<file path="config.mk">
export PLATFORM = sky130hd
export DESIGN_NAME = uart_tx_feeder_flat
export DESIGN_NICKNAME = d
export VERILOG_FILES = /design/src/rtl/uart_tx_feeder_pkg.sv /design/src/rtl/uart_tx_feeder_if.sv /design/src/rtl/uart_tx_feeder_fifo.sv /design/src/rtl/uart_tx_feeder.sv /design/src/flat_wrapper.sv
export SDC_FILE = /design/constraint.sdc
export NUM_CORES = 1
export LEC_CHECK = 0
export ABC_AREA = 1
export CAP_MARGIN = 25
export CORE_MARGIN = 4
export CORE_UTILIZATION = 60
export DETAILED_ROUTE_END_ITERATION = 10
export HOLD_SLACK_MARGIN = 0.15
export PLACE_DENSITY = 0.79
export SLEW_MARGIN = 10
export SYNTH_ARGS = -nofsm -noshare
export SYNTH_HDL_FRONTEND = slang
export SYNTH_HIERARCHICAL = 1
export SYNTH_SLANG_ARGS = --single-unit
</file>
<file path="constraint.sdc">
create_clock -name i_clk -period 3.1 [get_ports i_clk]
set_input_delay 0.62 -clock i_clk [delete_from_list [all_inputs] [get_ports i_clk]]
set_output_delay 0.62 -clock i_clk [all_outputs]
set_load 0.005 [all_outputs]
</file>
<file path="src/rtl/uart_tx_feeder_pkg.sv">
// -----------------------------------------------------------------------------
// uart_tx_feeder_pkg
// Shared constants and types for the UART loopback path (uart_rx -> feeder ->
// uart_tx).
//   UART_DATA_W     : width of one UART data byte
//   CLOCK_FREQUENCY : default system clock, shared with uart_rx/uart_tx
//   BAUD_RATE       : default line rate, shared with uart_rx/uart_tx
//   feeder_state_t  : launch FSM encoding (IDLE, LAUNCH, BUSY, GAP)
// -----------------------------------------------------------------------------
package uart_tx_feeder_pkg;

    localparam int UART_DATA_W     = 8;
    localparam int CLOCK_FREQUENCY = 100_000_000;
    localparam int BAUD_RATE       = 9600;

    typedef enum logic [1:0] {
        IDLE   = 2'd0,
        LAUNCH = 2'd1,
        BUSY   = 2'd2,
        GAP    = 2'd3
    } feeder_state_t;

endpackage

</file>
<file path="src/rtl/uart_tx_feeder_if.sv">
// -----------------------------------------------------------------------------
// uart_tx_feeder_if
// Bundles the feeder's byte-write side, uart_tx handshake and status outputs.
// Directions are named from the feeder's point of view (i_ = into feeder).
//   master : the feeder itself
//   slave  : the surrounding logic (uart_rx, uart_tx, control/status)
// Signals:
//   i_wr_dv/i_wr_byte      : one-cycle byte write strobe and data
//   i_tx_active/i_tx_done  : status from uart_tx
//   i_clr_ovf              : clears the sticky overflow flag
//   o_tx_dv/o_tx_byte      : launch strobe and byte to uart_tx
//   o_count/o_empty/o_full : FIFO occupancy
//   o_overflow             : sticky dropped-write flag
// -----------------------------------------------------------------------------
interface uart_tx_feeder_if #(
    parameter int DEPTH = 16
) ();
    import uart_tx_feeder_pkg::*;

    localparam int ADDR_W = $clog2(DEPTH);

    logic                   i_wr_dv;
    logic [UART_DATA_W-1:0] i_wr_byte;
    logic                   i_tx_active;
    logic                   i_tx_done;
    logic                   i_clr_ovf;
    logic                   o_tx_dv;
    logic [UART_DATA_W-1:0] o_tx_byte;
    logic [ADDR_W:0]        o_count;
    logic                   o_empty;
    logic                   o_full;
    logic                   o_overflow;

    modport master (
        input  i_wr_dv, i_wr_byte, i_tx_active, i_tx_done, i_clr_ovf,
        output o_tx_dv, o_tx_byte, o_count, o_empty, o_full, o_overflow
    );

    modport slave (
        output i_wr_dv, i_wr_byte, i_tx_active, i_tx_done, i_clr_ovf,
        input  o_tx_dv, o_tx_byte, o_count, o_empty, o_full, o_overflow
    );

endinterface

</file>
<file path="src/rtl/uart_tx_feeder_fifo.sv">
// -----------------------------------------------------------------------------
// uart_sync_fifo
// Single-clock circular byte FIFO with a separate occupancy counter and a
// sticky overflow flag.
//   i_clk, i_rstn          : clock, async active-low reset
//   i_push, i_push_data    : write request and data
//   i_pop                  : read request (head advances)
//   i_clr_ovf              : clears o_overflow (a same-cycle drop wins)
//   o_pop_data             : current head entry
//   o_count                : occupancy 0..DEPTH
//   o_empty, o_full        : occupancy flags
//   o_overflow             : sticky, set when a write is dropped
// -----------------------------------------------------------------------------
module uart_sync_fifo
    import uart_tx_feeder_pkg::*;
#(
    parameter int DEPTH  = 16,
    parameter int DATA_W = UART_DATA_W
) (
    input  logic                      i_clk,
    input  logic                      i_rstn,
    input  logic                      i_push,
    input  logic [DATA_W-1:0]         i_push_data,
    input  logic                      i_pop,
    input  logic                      i_clr_ovf,
    output logic [DATA_W-1:0]         o_pop_data,
    output logic [$clog2(DEPTH):0]    o_count,
    output logic                      o_empty,
    output logic                      o_full,
    output logic                      o_overflow
);

    localparam int              ADDR_W     = $clog2(DEPTH);
    localparam logic [ADDR_W:0] FULL_COUNT = DEPTH[ADDR_W:0];

    logic [DATA_W-1:0] r_mem [DEPTH];
    logic [ADDR_W-1:0] r_wr_ptr;
    logic [ADDR_W-1:0] r_rd_ptr;
    logic [ADDR_W:0]   r_count;
    logic              r_overflow;

    logic w_full;
    logic w_empty;
    logic w_do_pop;
    logic w_do_push;
    logic w_drop;

    assign w_full    = (r_count == FULL_COUNT);
    assign w_empty   = (r_count == '0);
    assign w_do_pop  = i_pop && !w_empty;
    // A full FIFO still takes a write when the head leaves in the same cycle.
    assign w_do_push = i_push && (!w_full || w_do_pop);
    assign w_drop    = i_push && !w_do_push;

    // Storage is never read before it is written, so it carries no reset.
    always_ff @(posedge i_clk) begin
        if (w_do_push) begin
            r_mem[r_wr_ptr] <= i_push_data;
        end
    end

    // Pointers wrap naturally because DEPTH is a power of two.
    always_ff @(posedge i_clk or negedge i_rstn) begin
        if (!i_rstn) begin
            r_wr_ptr   <= '0;
            r_rd_ptr   <= '0;
            r_count    <= '0;
            r_overflow <= 1'b0;
        end else begin
            if (w_do_push) begin
                r_wr_ptr <= r_wr_ptr + ADDR_W'(1);
            end
            if (w_do_pop) begin
                r_rd_ptr <= r_rd_ptr + ADDR_W'(1);
            end
            case ({w_do_push, w_do_pop})
                2'b10:   r_count <= r_count + 1'b1;
                2'b01:   r_count <= r_count - 1'b1;
                default: r_count <= r_count;
            endcase
            if (w_drop) begin
                r_overflow <= 1'b1;
            end else if (i_clr_ovf) begin
                r_overflow <= 1'b0;
            end
        end
    end

    assign o_pop_data = r_mem[r_rd_ptr];
    assign o_count    = r_count;
    assign o_empty    = w_empty;
    assign o_full     = w_full;
    assign o_overflow = r_overflow;

endmodule

</file>
<file path="src/rtl/uart_tx_feeder.sv">
// -----------------------------------------------------------------------------
// uart_tx_feeder
// Buffers single-cycle byte strobes and replays them to uart_tx one frame at a
// time, relaunching a byte if uart_tx never reports it active.
//   i_clk, i_rstn : clock, async active-low reset
//   bus (master)  : write strobe, uart_tx handshake, FIFO status
//                   (see uart_tx_feeder_if)
// -----------------------------------------------------------------------------
module uart_tx_feeder
    import uart_tx_feeder_pkg::*;
#(
    parameter int DEPTH          = 16,
    parameter int ACTIVE_TIMEOUT = 16
) (
    input  logic               i_clk,
    input  logic               i_rstn,
    uart_tx_feeder_if.master   bus
);

    localparam int               ADDR_W   = $clog2(DEPTH);
    localparam int               TMR_W    = $clog2(ACTIVE_TIMEOUT + 1);
    localparam logic [TMR_W-1:0] TMR_LAST = TMR_W'(ACTIVE_TIMEOUT - 1);

    feeder_state_t          r_state;
    feeder_state_t          w_next_state;
    logic                   r_tx_dv;
    logic [UART_DATA_W-1:0] r_tx_byte;
    logic [TMR_W-1:0]       r_timer;

    logic                   w_pop;
    logic                   w_timeout;
    logic [UART_DATA_W-1:0] w_head;
    logic [ADDR_W:0]        w_count;
    logic                   w_empty;
    logic                   w_full;
    logic                   w_overflow;

    uart_sync_fifo #(
        .DEPTH  (DEPTH),
        .DATA_W (UART_DATA_W)
    ) u_fifo (
        .i_clk       (i_clk),
        .i_rstn      (i_rstn),
        .i_push      (bus.i_wr_dv),
        .i_push_data (bus.i_wr_byte),
        .i_pop       (w_pop),
        .i_clr_ovf   (bus.i_clr_ovf),
        .o_pop_data  (w_head),
        .o_count     (w_count),
        .o_empty     (w_empty),
        .o_full      (w_full),
        .o_overflow  (w_overflow)
    );

    // State register.
    always_ff @(posedge i_clk or negedge i_rstn) begin
        if (!i_rstn) begin
            r_state <= IDLE;
        end else begin
            r_state <= w_next_state;
        end
    end

    // Next state: tx_done only matters in BUSY; GAP lets uart_tx drop active.
    always_comb begin
        w_next_state = r_state;
        case (r_state)
            IDLE:    if (!w_empty && !bus.i_tx_active) w_next_state = LAUNCH;
            LAUNCH:  if (bus.i_tx_active)              w_next_state = BUSY;
            BUSY:    if (bus.i_tx_done)                w_next_state = GAP;
            GAP:                                       w_next_state = IDLE;
            default:                                   w_next_state = IDLE;
        endcase
    end

    // Control: pop only from IDLE; relaunch once the wait for active expires.
    always_comb begin
        w_pop     = 1'b0;
        w_timeout = 1'b0;
        case (r_state)
            IDLE:    w_pop     = !w_empty && !bus.i_tx_active;
            LAUNCH:  w_timeout = !bus.i_tx_active && (r_timer == TMR_LAST);
            default: ;
        endcase
    end

    // Registered launch strobe, held byte and the active-wait timer.
    always_ff @(posedge i_clk or negedge i_rstn) begin
        if (!i_rstn) begin
            r_tx_dv   <= 1'b0;
            r_tx_byte <= '0;
            r_timer   <= '0;
        end else begin
            r_tx_dv <= w_pop || w_timeout;
            if (w_pop) begin
                r_tx_byte <= w_head;
            end
            if (r_state == LAUNCH && !bus.i_tx_active && !w_timeout) begin
                r_timer <= r_timer + 1'b1;
            end else begin
                r_timer <= '0;
            end
        end
    end

    assign bus.o_tx_dv    = r_tx_dv;
    assign bus.o_tx_byte  = r_tx_byte;
    assign bus.o_count    = w_count;
    assign bus.o_empty    = w_empty;
    assign bus.o_full     = w_full;
    assign bus.o_overflow = w_overflow;

endmodule
</file>
<file path="src/flat_wrapper.sv">
// flat-port wrapper written by rule: the top's interface ports become plain ports
module uart_tx_feeder_flat import uart_tx_feeder_pkg::*;
#(
    parameter int DEPTH          = 16,
    parameter int ACTIVE_TIMEOUT = 16
)
  (i_clk, i_rstn, bus_i_wr_dv, bus_i_wr_byte, bus_i_tx_active, bus_i_tx_done, bus_i_clr_ovf, bus_o_tx_dv, bus_o_tx_byte, bus_o_count, bus_o_empty, bus_o_full, bus_o_overflow);
  uart_tx_feeder_if #(.DEPTH(DEPTH)) bus_i ();
  input  logic i_clk;
  input  logic i_rstn;
  input wire logic [$bits(bus_i.i_wr_dv)-1:0] bus_i_wr_dv;
  input wire logic [$bits(bus_i.i_wr_byte)-1:0] bus_i_wr_byte;
  input wire logic [$bits(bus_i.i_tx_active)-1:0] bus_i_tx_active;
  input wire logic [$bits(bus_i.i_tx_done)-1:0] bus_i_tx_done;
  input wire logic [$bits(bus_i.i_clr_ovf)-1:0] bus_i_clr_ovf;
  output wire logic [$bits(bus_i.o_tx_dv)-1:0] bus_o_tx_dv;
  output wire logic [$bits(bus_i.o_tx_byte)-1:0] bus_o_tx_byte;
  output wire logic [$bits(bus_i.o_count)-1:0] bus_o_count;
  output wire logic [$bits(bus_i.o_empty)-1:0] bus_o_empty;
  output wire logic [$bits(bus_i.o_full)-1:0] bus_o_full;
  output wire logic [$bits(bus_i.o_overflow)-1:0] bus_o_overflow;
  assign bus_i.i_wr_dv = bus_i_wr_dv;
  assign bus_i.i_wr_byte = bus_i_wr_byte;
  assign bus_i.i_tx_active = bus_i_tx_active;
  assign bus_i.i_tx_done = bus_i_tx_done;
  assign bus_i.i_clr_ovf = bus_i_clr_ovf;
  assign bus_o_tx_dv = bus_i.o_tx_dv;
  assign bus_o_tx_byte = bus_i.o_tx_byte;
  assign bus_o_count = bus_i.o_count;
  assign bus_o_empty = bus_i.o_empty;
  assign bus_o_full = bus_i.o_full;
  assign bus_o_overflow = bus_i.o_overflow;
  uart_tx_feeder #(.DEPTH(DEPTH), .ACTIVE_TIMEOUT(ACTIVE_TIMEOUT)) u_core (.i_clk(i_clk), .i_rstn(i_rstn), .bus(bus_i));
endmodule
</file>
# Word level (Yosys, flattened, before mapping)
# Memory sizes are Yosys's and may differ from the RTL's. A register that Yosys moved wholly into a read port is not among the register bits.
# Index checks and enable logic that the tools add are counted.
totals:
  ram_bits: 128
  in_bits: 14
  latchBits: 0
  ff_bits: 22
  output_inout_bits: 17
  romBits: 0
  mem_count: 1
classes:
  n_eq_ne: 10
  n_mux: 12
  n_addsub: 5
  n_reduce_logical: 20
  order_cmp: 0
  n_div: 0
  shift: 0
  multipliers: 0
  bitwise_logic: 0
mem_list:
  columns: ["name", "depth", "word_bits", "rd", "rd_ports_with_merged_regs", "write_ports", "line", "source"]
  rows:
  - ["u_core.u_fifo.r_mem", 16, 8, 1, 1, 1, "uart_tx_feeder_fifo.sv:36", "logic [DATA_W-1:0] r_mem [DEPTH];"]
ops:
  columns: ["op", "count"]
  rows:
  - ["5-bit by 1-bit adder with 5-bit output (second input constant)", 2]
  - ["5-bit case mux with 2 select lines", 1]
  - ["4-bit by 1-bit adder with 4-bit output (second input constant)", 2]
  - ["2-bit case mux with 4 select lines", 1]
  - ["1-bit logical AND", 7]
  - ["2-bit == test (second input constant)", 3]
  - ["1-bit logical NOT", 6]
  - ["1-bit 2-to-1 mux", 6]
  - ["2-bit 2-to-1 mux", 3]
  - ["5-bit by 4-bit == test with 1-bit output (second input constant)", 1]
  - ["5-bit == test (second input constant)", 1]
  - ["5-bit logical NOT", 1]
  - ["5-bit 2-to-1 mux", 1]
  - ["5-bit by 1-bit subtractor with 5-bit output (second input constant)", 1]
  - ["2-bit by 1-bit == test with 1-bit output (second input constant)", 2]
  - ["2-bit != test (second input constant)", 2]
  - ["2-bit nonzero test", 2]
  - ["3-bit AND reduction", 1]
  - ["2-bit logical NOT", 1]
  - ["1-bit logical OR", 2]
  - ["2-bit by 1-bit != test with 1-bit output (second input constant)", 1]

# Logic depth before layout (Yosys ltp)
depth:
  depth_word: 10
  ltp_mapped: 18
  ltp_nobuf: 18

# Hierarchy
# The synthesis kept the hierarchy.
modules_own_cells:
  columns: ["module", "cells_per_inst", "n_inst", "area_each_um2"]
  rows:
  - ["uart_sync_fifo", 481, 1, 5969.5]
  - ["uart_tx_feeder", 85, 1, 743.2]

# Least setup slack after synthesis
# OpenSTA, ideal clock, no wires.
synth_timing:
  path_kind: "register to register"
  from: "register u_core.u_fifo.r_count[1], in the netlist u_core/u_fifo/o_count[1]"
  to: "register u_core.u_fifo.r_count[4], in the netlist u_core/u_fifo/o_count[4]"
  required_time_ps: 2987
  arrival_ps: 2139
  path_buffers: 0
  slack_ps: 848
  stages_incl_launch_ff: 18
  setup_ps: 113
  cell_sequence: "dfrtp_1 > nor2_2 > nand3_1 > inv_1 > nor2_2 > nand2_4 > inv_6 > nand2_2 > inv_2 > nand2_4 > fa_1 > nand3b_1 > nand3_1 > nand2_1 > nand2_1 > nand2_1 > nand2_1 > inv_1"
synth_between:
  elab_chain_cells: 9
  elab_cells_between_ends: 15
synth_rtl:
  columns: ["element", "line", "source"]
  rows:
  - ["start: declaration", "uart_tx_feeder_fifo.sv:39", "logic [ADDR_W:0] r_count;"]
  - ["start signal: assignment", "uart_tx_feeder_fifo.sv:77", "2'b10: r_count <= r_count + 1'b1;"]
  - ["start signal: assignment", "uart_tx_feeder_fifo.sv:78", "2'b01: r_count <= r_count - 1'b1;"]
  - ["start signal: assignment", "uart_tx_feeder_fifo.sv:79", "default: r_count <= r_count;"]
  - ["5-bit logical NOT *", "uart_tx_feeder_fifo.sv:49", "assign w_empty = (r_count == '0);"]
  - ["net bus_o_empty", "flat_wrapper.sv:19", "output wire logic [$bits(bus_i.o_empty)-1:0] bus_o_empty;"]
  - ["1-bit logical NOT *", "uart_tx_feeder.sv:81", "IDLE: w_pop = !w_empty && !bus.i_tx_active;"]
  - ["1-bit logical AND *", "uart_tx_feeder.sv:81", null]
  - ["1-bit 2-to-1 mux *", "uart_tx_feeder.sv:80", "case (r_state)"]
  - ["net u_core.w_pop", "uart_tx_feeder.sv:30", "logic w_pop;"]
  - ["1-bit logical AND *", "uart_tx_feeder_fifo.sv:50", "assign w_do_pop = i_pop && !w_empty;"]
  - ["1-bit logical OR", "uart_tx_feeder_fifo.sv:52", "assign w_do_push = i_push && (!w_full || w_do_pop);"]
  - ["1-bit logical AND", "uart_tx_feeder_fifo.sv:52", null]
  - ["2-bit by 1-bit == test with 1-bit output / 2-bit == test (equally long branches)", "uart_tx_feeder_fifo.sv:76", "case ({w_do_push, w_do_pop})"]
  - ["5-bit case mux with 2 select lines / 2-bit nonzero test (equally long branches)", null, null]
# The timed path passes the listed nets; every way through them passes the cells marked *.
# A chain may end at the register's enable or synchronous reset.

# Worst setup path in the final report
layout_timing:
  from: "register u_core.u_fifo.r_count[1], in the netlist u_core/u_fifo/o_count[1]"
  to: "register u_core.u_fifo.r_count[4], in the netlist u_core/u_fifo/o_count[4]"
layout_between:
  elab_chain_cells: 9
  elab_cells_between_ends: 15
layout_rtl:
  columns: ["element", "line"]
  rows:
  - ["5-bit logical NOT *", "uart_tx_feeder_fifo.sv:49"]
  - ["1-bit logical NOT *", "uart_tx_feeder.sv:81"]
  - ["1-bit logical AND *", "uart_tx_feeder.sv:81"]
  - ["1-bit 2-to-1 mux *", "uart_tx_feeder.sv:80"]
  - ["net u_core.w_pop", "uart_tx_feeder.sv:30"]
  - ["1-bit logical AND *", "uart_tx_feeder_fifo.sv:50"]
  - ["1-bit logical OR", "uart_tx_feeder_fifo.sv:52"]
  - ["1-bit logical AND", "uart_tx_feeder_fifo.sv:52"]
  - ["2-bit by 1-bit == test with 1-bit output / 2-bit == test (equally long branches)", "uart_tx_feeder_fifo.sv:76"]
  - ["5-bit case mux with 2 select lines / 2-bit nonzero test (equally long branches)", null]
# Marks and branches as above.

==> results by stage <==
Status:
- The flow ran to the end, and the final reports show no timing, DRC or antenna violations.

STA:
- Setup repair after global routing left no endpoint under its margin.
- The number of max-slew violations in the final report is 0.
- At the pin with the least slew margin, the transition time is a little under 0.9 ns.
- The number of endpoints with negative hold slack in the final report is 0.
- Based on the critical path, the design can be clocked at up to 391 MHz.
- For the final routed database, the setup TNS stands at 0 ns.
- The final setup violation count is 0.
- The clock arrives with approximately 0.0056 ns of skew.
- After layout, the minimum clock period comes to 2.56 ns.
- The max-slew headroom at the worst pin is 40.9%.
- After layout, the worst path uses between 80 and 90% of the clock period.

Setup path:
- The type of the worst setup path is flop to flop.
- Data on the critical path is required at its endpoint by ~3.5 ns.
- STA classifies the critical path startpoint as a flop.
- At the worst endpoint, the arrival time is approximately 3.0 ns.
- Of all nets on the critical path, the largest fanout is 11.
- The critical path endpoint category is a flop.

Synth:
- Averaged over all synthesized cells, the footprint is 11.9 µm².
- The register area share after synthesis is just under 70%.
- Counting every net in the synthesized netlist gives just under 600.
- The synthesized instance count is ~570.
- The synthesized area is around 0.0067 mm².
- edfxtp_1 takes more of the synthesized area than any other cell.
- The synthesized design contains ~160 register bits.
- Yosys printed 6 warnings.
- The top-area cell type share of the netlist area is 57.3%.
- By area the synthesized netlist is led by edfxtp_1, dfrtp_1, nor2_1.
- Synthesis instantiated 34 different standard cells from the library.

CTS:
- The clock tree from TritonCTS is built.
- Clock tree synthesis inserted a total of 17 buffers.
- Clock-pin slew was measured on the worst setup and hold paths at 0.06 ns.
- The hold buffer count at CTS is 0.
- The later pin in the worst-skew pair is clocked with a latency of approximately 0.52 ns.
- The clock tree root buffer cell is clkbuf_8.
- The H-tree was split into 4 levels.
- The number of resized instances in the post-cts repair step is 0.
- The maximum count of clock buffers along a single path is 2.
- The number of buffers inserted by post-CTS setup repair is 0.
- The clock sink count is around 160.

Power:
- VDD sags by at most just under 0.5 mV.
- Dividing total power by cell area gives a power density of about 940 mW/mm².
- Summed over all cells, the static leakage comes to between 2 and 3 nW.
- The power after layout is roughly 7.3 mW.

Floorplan:
- The floorplan step set the die height to approximately 110 µm.
- The placeable core area is 0.0109 mm².
- The die covers about 0.013 mm².
- The row count is 38.
- Measured along the x axis, the die boundary spans roughly 110 µm.
- The effective utilization at floorplan is between 60% and 70%.
- The number of primary I/O pins is 31.

Hold path:
- In this run the worst hold path is classified as flop to flop.

Detailed routing:
- The count of nets left with antenna violations once routing finished came out at 0.
- The first detailed-routing pass ran for 6 iterations.
- Wires add up to 14800 µm.
- The detail-routed via count per cell is between 5 and 6.
- The routed layout has 4532 vias.
- The residual DRC count is 0.
- The DRC marker count from the first detailed-route iteration is just over 500.
- The average detailed-routed wire length per instance is just under 20 µm.

Cells and area:
- The proportion of layout cells with a drive suffix above 1 is between 10% and 20%.
- Fill cells in the final layout number about 710.
- The combined flip-flop and latch cell area is roughly 0.0046 mm².
- The area added between synthesis and finish is 15.8%.
- Summing all multi-input logic gate instances after layout gives 0.00183 mm².
- The finished layout cell area is between 0.007 and 0.008 mm².
- The final antenna diode count is 0.
- After the last flow step, the layout net total stands at roughly 640.

Place:
- Summed over all nets, the half-perimeter wirelength after detailed placement is 9060 µm.
- The number of buffer cells added on primary ports is 30.
- Routability-driven placement finished with a final weighted congestion of 0.863.
- In this run the cell area measured after placement is 0.00721 mm².

Global route:
- The via count of the first global-routing pass is 4328.
- Entering global routing, the biggest net connects 73 pins.
- The global route total overflow is 0.
- The number of antenna violations at the first check in global routing is 0.
- Global routing consumed, over all layers together, 23.7% of the routing resources.
- The first global-routing pass estimated roughly 23000 µm of wire.

Flow run:
- The total of max-cap violations is 0.
-- Yosys cell counts --
master / n
o211ai_1: 32
inv_6: 1
clkbuf_1: 6
nand3_2: 2
dfrtp_1: 30
o21ai_2: 1
a21oi_1: 11
inv_4: 1
nor2_1: 110
nand2_4: 4
inv_1: 29
nor2_2: 4
inv_2: 3
buf_4: 5
buf_2: 10
clkbuf_2: 1
or2_2: 1
xnor2_1: 1
clkinv_1: 2
o21ai_0: 66
o21ai_1: 3
fa_1: 1
nand3b_1: 1
xor2_1: 8
nand2_1: 59
nand3_1: 24
buf_6: 3
nand4_1: 1
xor2_2: 1
nand2_2: 1
ha_1: 14
edfxtp_1: 128
nor3b_1: 1
o32ai_1: 1
-- report_power, final --
part           internal (mW)  switching, mW
registers               2.62          0.222
clock network           1.22          0.792
logic                  0.857           1.61
total                   4.70           2.62
-- worst max-delay path: stages, from the launching register on --
cell	delay [ns]
dfrtp_1	0.47
nor2_2	0.08
nand3_1	0.13
inv_1	0.10
nor2_2	0.16
nand2_4	0.13
inv_6	0.12
nand2_2	0.10
inv_2	0.12
nand2_4	0.07
fa_1	0.40
nand3b_1	0.20
nand3_1	0.10
nand2_1	0.07
nand2_1	0.07
nand2_1	0.05
nand2_1	0.05
inv_1	0.03
-- cells in the final DEF (no fill, tap or decap), types with 2 or more instances in the layout --
cell and instances:
inv_2 3, clkinv_1 3, o211ai_1 32, edfxtp_1 128
clkdlybuf4s50_1 30, clkinvlp_4 4, nor2_2 4, o21ai_0 66
nor2_1 110, o21ai_1 3, inv_6 2, dfrtp_1 29
inv_1 29, nand2_4 4, clkinv_2 2, ha_1 14
bufinv_16 3, nand2_1 59, nand3_1 24, buf_4 22
clkbuf_16 16, xor2_1 8, nand3_2 2, clkbuf_1 3
a21oi_1 11
-- sequential cells by signal, summed over array words and instances, names as in the netlist --
register / flops
u_core/bus.o_tx_byte: 8
u_core/bus.o_tx_dv: 1
u_core/r_state: 2
u_core/r_timer: 5
u_core/u_fifo/o_count: 5
u_core/u_fifo/o_overflow: 1
u_core/u_fifo/r_mem: 128
u_core/u_fifo/r_rd_ptr: 4
u_core/u_fifo/r_wr_ptr: 4
-- area by class of cell --
cell class,count,area share (%)
Clock buffer,20,5.47
Sequential cell,158,59.1
Multi-Input combinational cell,347,23.5
Timing Repair Buffer,52,5.99
Tap cell,140,2.25
Inverter,36,1.83
Clock inverter,11,1.83
-- worst paths after layout --
path | from | cells past startpoint | slack (ns) | endpoint
min | u_core/r_timer[0]$_DFF_PN0_ | 1 | 0.47 | u_core/r_timer[0]$_DFF_PN0_
max in group asynchronous | i_rstn | 2 | 1.85 | u_core/u_fifo/r_wr_ptr[1]$_DFFE_PN0P_
min in group asynchronous | i_rstn | 1 | 0.60 | u_core/r_state[0]$_DFFE_PN0P_
max reg2reg | u_core/u_fifo/o_count[1]$_DFFE_PN0P_ | 17 | 0.54 | u_core/u_fifo/o_count[4]$_DFFE_PN0P_
max | u_core/u_fifo/o_count[1]$_DFFE_PN0P_ | 17 | 0.54 | u_core/u_fifo/o_count[4]$_DFFE_PN0P_
min reg2reg | u_core/r_timer[0]$_DFF_PN0_ | 1 | 0.47 | u_core/r_timer[0]$_DFF_PN0_
-- metrics by stage --
step | std cells | util [%] | hold WS [ns] | setup slack [ns]
floorplan | 566 | - | 0.324 | 0.848
global placement | 733 | 66.2 | 0.446 | 0.298
detailed placement | 733 | 66.2 | 0.463 | 0.225
CTS | 764 | 71.4 | 0.472 | 0.501
global route | 764 | 71.4 | 0.476 | 0.286
finish | 764 | 71.4 | 0.471 | 0.544
-- routing by layer --
metal | vias to the layer above | part of all wire [%] | track usage (%)
met3 | 34 | 7.2 | 5.62
met1 | 2210 | 41 | 33.0
li1 | 2068 | - | -
met5 | - | 0 | 0
met2 | 220 | 48 | 37.2
met4 | 0 | 3.2 | 8.47
-- kinds of logic after synthesis --
group | synth area share, %
AOI/OAI and AO/OA | 9.80
xor gates and xnor gates | 1.42
adders and majority gates | 2.91
buffers and inverters | 4.34
DFF | 68.4
and+or+nand+nor | 13.1
(Power assumes the default switching activity.)
